## config.mk

```make
export PLATFORM = sky130hd
export DESIGN_NAME = input_sequencer
export DESIGN_NICKNAME = d
export VERILOG_FILES = /design/src/rtl/seq_pkg.sv /design/src/rtl/sample_buffer.sv /design/src/rtl/input_sequencer.sv
export SDC_FILE = /design/constraint.sdc
export NUM_CORES = 1
export LEC_CHECK = 0
export ABC_CLOCK_PERIOD_IN_PS = 9300
export BUFFER_PORTS_ARGS = -buffer_cell sky130_fd_sc_hd__buf_2
export CAP_MARGIN = 30
export CORE_MARGIN = 4
export CORE_UTILIZATION = 50
export DETAILED_ROUTE_END_ITERATION = 7
export PLACE_DENSITY = 0.75
export SETUP_SLACK_MARGIN = 0.1
export SLEW_MARGIN = 20
export SYNTH_ARGS = -nofsm -noshare
export SYNTH_HDL_FRONTEND = slang
export SYNTH_HIERARCHICAL = 1
export SYNTH_SLANG_ARGS = --single-unit
```

## constraint.sdc

```tcl
create_clock -name clk -period 9.3 [get_ports clk]
set_clock_uncertainty 0.05 [all_clocks]
set_input_delay 0.465 -clock clk [delete_from_list [all_inputs] [get_ports clk]]
set_output_delay 0.465 -clock clk [all_outputs]
set_load 0.02 [all_outputs]
```

## src/rtl/seq_pkg.sv

```systemverilog
// ---------------------------------------------------------------------------
// seq_pkg
// Shared definitions for the input sequencer: sequencer state encoding,
// default geometry of the sample buffer, drain lengths and the minimum
// accepted order. Two small helpers decide request validity and the drain
// length for a given order.
// ---------------------------------------------------------------------------
package seq_pkg;

    // Default run geometry
    localparam int NUM_SAMPLES = 20;
    localparam int DATA_W      = 8;

    // Fixed field widths
    localparam int ADDR_W  = 5;
    localparam int N_W     = 3;
    localparam int DRAIN_W = 3;

    // Order handling
    localparam logic [N_W-1:0]     N_MIN       = 3'd2;
    localparam logic [N_W-1:0]     N_SHORT_MAX = 3'd4;
    localparam logic [DRAIN_W-1:0] DRAIN_SHORT = 3'd3;
    localparam logic [DRAIN_W-1:0] DRAIN_LONG  = 3'd7;

    typedef enum logic [2:0] {
        IDLE   = 3'd0,
        START  = 3'd1,
        SETUP  = 3'd2,
        STREAM = 3'd3,
        DRAIN  = 3'd4,
        DONE   = 3'd5
    } seq_state_e;

    // An order below N_MIN cannot be computed by the core.
    function automatic logic n_valid(input logic [N_W-1:0] order);
        return (order >= N_MIN);
    endfunction

    // Higher orders keep the core pipeline busy longer after the last sample.
    function automatic logic [DRAIN_W-1:0] drain_load(input logic [N_W-1:0] order);
        logic [DRAIN_W-1:0] cnt;
        if (order <= N_SHORT_MAX) begin
            cnt = DRAIN_SHORT;
        end else begin
            cnt = DRAIN_LONG;
        end
        return cnt;
    endfunction

endpackage

```

## src/rtl/sample_buffer.sv

```systemverilog
// ---------------------------------------------------------------------------
// sample_buffer
// DEPTH x WIDTH sample store with one synchronous write port and one
// combinational read port. The asynchronous reset clears every entry.
//
// Ports
//   clk    : clock, writes on rising edge
//   rst    : asynchronous active-high clear of all entries
//   we     : write strobe (already qualified by the caller)
//   waddr  : write index
//   wdata  : write data
//   raddr  : read index
//   rdata  : read data, combinational from raddr
// ---------------------------------------------------------------------------
module sample_buffer #(
    parameter int DEPTH  = 20,
    parameter int WIDTH  = 8,
    parameter int ADDR_W = 5
) (
    input  logic              clk,
    input  logic              rst,
    input  logic              we,
    input  logic [ADDR_W-1:0] waddr,
    input  logic [WIDTH-1:0]  wdata,
    input  logic [ADDR_W-1:0] raddr,
    output logic [WIDTH-1:0]  rdata
);

    localparam logic [ADDR_W-1:0] LAST_ADDR = ADDR_W'(DEPTH - 1);

    logic [WIDTH-1:0] mem_r [DEPTH];

    // Storage array: cleared on reset, written on qualified strobes only.
    always_ff @(posedge clk or posedge rst) begin
        if (rst) begin
            for (int i = 0; i < DEPTH; i++) begin
                mem_r[i] <= '0;
            end
        end else if (we && (waddr <= LAST_ADDR)) begin
            mem_r[waddr] <= wdata;
        end
    end

    // Read port: out-of-range indices read as zero rather than X.
    always_comb begin
        rdata = '0;
        if (raddr <= LAST_ADDR) begin
            rdata = mem_r[raddr];
        end else begin
            rdata = '0;
        end
    end

endmodule

```

## src/rtl/input_sequencer.sv

```systemverilog
// ---------------------------------------------------------------------------
// input_sequencer
// Streams a run of NUM_SAMPLES signed samples from a local buffer into a
// downstream compute core. A run is requested with go in IDLE, announced by
// a one-cycle start pulse, followed by one setup cycle, then samples are
// handed over one per ready-high cycle. After the last sample a fixed drain
// period (length depends on the order n) lets the core finish before done
// pulses. The buffer can only be written while no run is active; any
// rejected write or run request pulses err for one cycle.
//
// Ports
//   clk     : clock, all state changes on rising edge
//   rst     : asynchronous active-high reset
//   wr_en   : buffer write strobe
//   wr_addr : buffer write index
//   wr_data : signed sample to store
//   n_cfg   : order requested for the next run
//   go      : run request, honoured in IDLE only
//   ready   : core accepts X on this edge
//   start   : one-cycle run-start pulse
//   X       : registered signed sample to the core
//   n       : registered order, stable for the whole run
//   busy    : high in every state except IDLE
//   done    : one-cycle pulse at run end
//   err     : one-cycle pulse on a rejected write or run request
// ---------------------------------------------------------------------------
module input_sequencer #(
    parameter int NUM_SAMPLES = seq_pkg::NUM_SAMPLES,
    parameter int DATA_W      = seq_pkg::DATA_W
) (
    input  logic                     clk,
    input  logic                     rst,
    input  logic                     wr_en,
    input  logic [4:0]               wr_addr,
    input  logic signed [DATA_W-1:0] wr_data,
    input  logic [2:0]               n_cfg,
    input  logic                     go,
    input  logic                     ready,
    output logic                     start,
    output logic signed [DATA_W-1:0] X,
    output logic [2:0]               n,
    output logic                     busy,
    output logic                     done,
    output logic                     err
);

    import seq_pkg::*;

    localparam logic [ADDR_W-1:0] LAST_IDX = ADDR_W'(NUM_SAMPLES - 1);

    seq_state_e                state_r;
    logic [ADDR_W-1:0]         idx_r;
    logic [DRAIN_W-1:0]        drain_r;

    logic                      wr_ok_s;
    logic                      wr_bad_s;
    logic                      go_bad_s;
    logic [DATA_W-1:0]         rd_data_s;

    // Request qualification: writes only when idle and in range; a run
    // request is bad when a run is active or the order is too small.
    always_comb begin
        wr_ok_s  = wr_en && (state_r == IDLE) && (wr_addr <= LAST_IDX);
        wr_bad_s = wr_en && !wr_ok_s;
        go_bad_s = go && ((state_r != IDLE) || !n_valid(n_cfg));
    end

    sample_buffer #(
        .DEPTH  (NUM_SAMPLES),
        .WIDTH  (DATA_W),
        .ADDR_W (ADDR_W)
    ) u_buf (
        .clk   (clk),
        .rst   (rst),
        .we    (wr_ok_s),
        .waddr (wr_addr),
        .wdata (wr_data),
        .raddr (idx_r),
        .rdata (rd_data_s)
    );

    // Sequencer FSM with its index and drain counters and all outputs.
    always_ff @(posedge clk or posedge rst) begin
        if (rst) begin
            state_r <= IDLE;
            idx_r   <= '0;
            drain_r <= '0;
            start   <= 1'b0;
            X       <= '0;
            n       <= '0;
            busy    <= 1'b0;
            done    <= 1'b0;
            err     <= 1'b0;
        end else begin
            // Pulses are high for one cycle unless re-armed below.
            start <= 1'b0;
            done  <= 1'b0;
            err   <= wr_bad_s | go_bad_s;

            case (state_r)
                IDLE: begin
                    if (go && n_valid(n_cfg)) begin
                        n       <= n_cfg;
                        start   <= 1'b1;
                        busy    <= 1'b1;
                        state_r <= START;
                    end else begin
                        state_r <= IDLE;
                    end
                end

                START: begin
                    state_r <= SETUP;
                end

                SETUP: begin
                    state_r <= STREAM;
                end

                STREAM: begin
                    if (ready) begin
                        X <= rd_data_s;
                        if (idx_r == LAST_IDX) begin
                            // idx stays on the last entry until DONE clears it.
                            drain_r <= drain_load(n);
                            state_r <= DRAIN;
                        end else begin
                            idx_r <= idx_r + ADDR_W'(1);
                        end
                    end else begin
                        state_r <= STREAM;
                    end
                end

                DRAIN: begin
                    // The edge that takes the count to zero also enters DONE.
                    if (drain_r <= DRAIN_W'(1)) begin
                        drain_r <= '0;
                        done    <= 1'b1;
                        state_r <= DONE;
                    end else begin
                        drain_r <= drain_r - DRAIN_W'(1);
                    end
                end

                DONE: begin
                    idx_r   <= '0;
                    busy    <= 1'b0;
                    state_r <= IDLE;
                end

                default: begin
                    idx_r   <= '0;
                    drain_r <= '0;
                    busy    <= 1'b0;
                    state_r <= IDLE;
                end
            endcase
        end
    end

endmodule

```

==> flow_summary.rst <==
.. list-table::
   :header-rows: 1

   * - Metric
     - Value
   * - Status
     - complete, no violations
   * - Post-synth EDFFs
     - 0
   * - Gate count of the mapped netlist
     - between 600 and 700
   * - Antenna Diode Count
     - 0
   * - First-pass GRT wire length
     - ~32 mm
   * - Area growth from synthesis to final layout
     - 9.48%
   * - Worst supply voltage drop on vdd
     - 0.000240 V
   * - GR Overflow Total
     - 0
   * - Worst slew margin relative to its limit
     - 0.406
   * - Max Buffers Root-to-Sink
     - 2
   * - Max cap viols
     - 0
   * - Post-CTS setup buffers
     - 0
   * - Worst Tran Pin Value
     - 889 ps
   * - Antenna violations before repair
     - 0
   * - Wirelength per Cell
     - approximately 23 um
   * - Count of antenna-violating nets left after detailed routing
     - 0
   * - Largest fanout of any net on the critical path
     - 11
   * - Share of flip-flops with an asynchronous set or reset
     - 1.00
   * - First-pass detailed-route iteration total
     - 5
   * - Clk_lat worst skew
     - 430 ps
   * - Routed via count divided by cell count
     - approximately 6
   * - Die Outline Area
     - 20000 sq um
   * - Flop and latch count out of synthesis
     - between 150 and 200
   * - Std cell rows
     - 48
   * - Per-instance average area after synthesis
     - 14.4 sq um
   * - Slew Viols, Final
     - 0
   * - Filler instances
     - between 1000 and 1500
   * - CTS tree
     - yes
   * - Area of the placeable core
     - 17400 sq um
   * - Startpoint-to-endpoint class of the critical path
     - reg2reg
   * - Quantity of I/O buffers inserted on ports
     - 35
   * - Height of the chip
     - about 140 um
   * - Count of warnings emitted by yosys
     - 6
   * - Synthesized netlist net count
     - approximately 640
   * - Count of unresolved DRC violations after routing
     - 0
   * - Overall die width
     - 142 um
   * - Clock sink count
     - about 190
   * - Area of the mapped netlist
     - 8920 sq um
   * - Setup repair after global routing missed its margin
     - false
   * - Total number of vias
     - around 5300
   * - Classification of the worst-slack hold path
     - in2async
   * - Via count of the first global-routing pass
     - 5525
   * - Clock transition time at the flip-flop clock pins of the worst setup and hold paths
     - approximately 60 ps
   * - Number of gates given a new drive strength after cts
     - 0
   * - Endpoint arrival time on the critical path
     - 3030 ps
   * - Time the worst path needs with I/O delays and setup
     - 2780 ps
   * - Leak pwr
     - between 4 and 5 nW
   * - Commonest non-fill, non-tap cell in the layout
     - sky130_fd_sc_hd__dfrtp_1
   * - Kind of capture point of the worst setup path
     - register
   * - Seq/Total Area, Yosys
     - 0.522
   * - Pin count of the biggest net entering global routing
     - 92
   * - Post-CTS Hold Buffers
     - 0
   * - Final GP Congestion
     - around 0.90
   * - Crit share post-route
     - 0.299
   * - Maximum level of the CTS H-tree
     - 4
   * - Final wirelength
     - 20.1 mm
   * - P per Cell Area
     - 212 nW/um^2
   * - Data required, critical path
     - 9550 ps
   * - Detailed placer's ending HPWL
     - between 10 and 15 mm
   * - Number of buffers created by CTS
     - 17
   * - Final #Nets
     - about 660
   * - Proportion of layout cells with a drive suffix above 1
     - 0.439
   * - Setup TNS
     - 0 ps
   * - Fin. Hold Viols
     - 0
   * - Buffer type at the clock tree root
     - sky130_fd_sc_hd__clkbuf_16
   * - Setup violators final
     - 0
   * - Final Cell Area
     - 9770 sq um
   * - Initial DRC count
     - 421
   * - Number of primary I/O pins
     - 36
   * - Yosys cell types
     - 63
   * - Overall Global Routing Usage
     - 0.208
   * - Starting density of the core
     - 0.512
   * - Max Clock Freq
     - 360 MHz
   * - Area post-placement
     - 9160 sq um
   * - Type of origin of the critical path
     - register
   * - Top library cells by usage in the layout, fill and taps aside
     - sky130_fd_sc_hd__dfrtp_1 (184), sky130_fd_sc_hd__mux2_2 (155), sky130_fd_sc_hd__buf_2 (35)
   * - Top FF cell, synth
     - sky130_fd_sc_hd__dfrtp_1
## state kept, by name, summed over array words and instances, names as in the netlist
| name | cells |
|---|---|
| X | 8 |
| busy | 1 |
| done | 1 |
| drain_r | 3 |
| err | 1 |
| idx_r | 5 |
| n | 3 |
| start | 1 |
| state_r | 3 |
| u_buf/mem_r | 160 |
## Yosys cell counts, types with 8 or more instances
cell type | n | area, sq um
sky130_fd_sc_hd__buf_4 | 10 | 75.1
sky130_fd_sc_hd__clkbuf_1 | 23 | 86.3
sky130_fd_sc_hd__dfrtp_1 | 186 | 4650
sky130_fd_sc_hd__inv_1 | 8 | 30.0
sky130_fd_sc_hd__mux2_1 | 15 | 169
sky130_fd_sc_hd__mux2_2 | 155 | 1750
sky130_fd_sc_hd__mux2_4 | 8 | 120
sky130_fd_sc_hd__mux2i_1 | 23 | 230
sky130_fd_sc_hd__mux4_1 | 8 | 210
sky130_fd_sc_hd__mux4_2 | 20 | 450
sky130_fd_sc_hd__nand2_1 | 22 | 82.6
sky130_fd_sc_hd__nand2_2 | 8 | 50.1
sky130_fd_sc_hd__nand3_1 | 9 | 45.0
sky130_fd_sc_hd__nor2_1 | 14 | 52.6
## layout make-up
type | count | area [sq um] | area share
clock inverters | 12 | 128 | 0.0131
inverters | 9 | 38.8 | 0.00397
repair buffers | 42 | 255 | 0.0261
multi-input cells | 379 | 3970 | 0.406
well taps | 225 | 282 | 0.0288
flip-flops and latches | 186 | 4660 | 0.477
clock buffers | 19 | 443 | 0.0453
## metal layers
layer  wire length [um]  up-vias  GRT usage
met2               9650      165      0.321
met3               1250       21     0.0506
met4                321        0     0.0540
li1                   -     2313          -
met1               8910     2824      0.298
met5                  0        -          0
## where the power goes
| part | total, mW | switching [mW] | internal [mW] |
|---|---|---|---|
| logic | 0.463 | 0.279 | 0.185 |
| clock network | 0.700 | 0.300 | 0.400 |
| registers | 0.904 | 0.0545 | 0.850 |
| total | 2.07 | 0.633 | 1.43 |
## cells by family after synthesis
family / Yosys count / share of synthesized area
mux: 229 / 0.328
xor+xnor: 3 / 0.00295
compound gates: 41 / 0.0328
simple gates: 103 / 0.0767
buf+inv: 54 / 0.0339
fa+ha+maj: 3 / 0.00421
flops: 186 / 0.522
## final timing paths
check	startpoint	end	slack, ps	depth (start not counted)
min	rst	idx_r[3]	130	2
max	state_r[0]	u_buf/mem_r[1]	6520	6
max reg2reg	state_r[0]	u_buf/mem_r[1]	6520	6
min in group clk	n_cfg[0]	n[0]	220	2
min reg2reg	u_buf/mem_r[95]	u_buf/mem_r[95]	450	1
max in group asynchronous	rst	u_buf/mem_r[75]	7850	4
## through the flow
| step | total power [mW] | hold slack, ps | util | cells | setup slack (ps) |
|---|---|---|---|---|---|
| floorplan | 1.27 | 407 | - | 619 | 4470 |
| global route | 2.16 | 153 | 0.561 | 872 | 6430 |
| CTS | 2.07 | 121 | 0.559 | 870 | 6580 |
| detailed placement | 1.37 | 436 | 0.526 | 839 | 6350 |
| finish | 2.07 | 130 | 0.561 | 872 | 6520 |
| global placement | 1.36 | 424 | 0.525 | 838 | 6430 |
## critical path, stage by stage (launching register included)
cell                       delay, ps
sky130_fd_sc_hd__dfrtp_1         550
sky130_fd_sc_hd__nor3_2          310
sky130_fd_sc_hd__and3_1          370
sky130_fd_sc_hd__nand2b_2        210
sky130_fd_sc_hd__nor3b_4         310
sky130_fd_sc_hd__and3_1          470
sky130_fd_sc_hd__mux2_2          390
No activity file was read; power rests on OpenSTA's default activity.
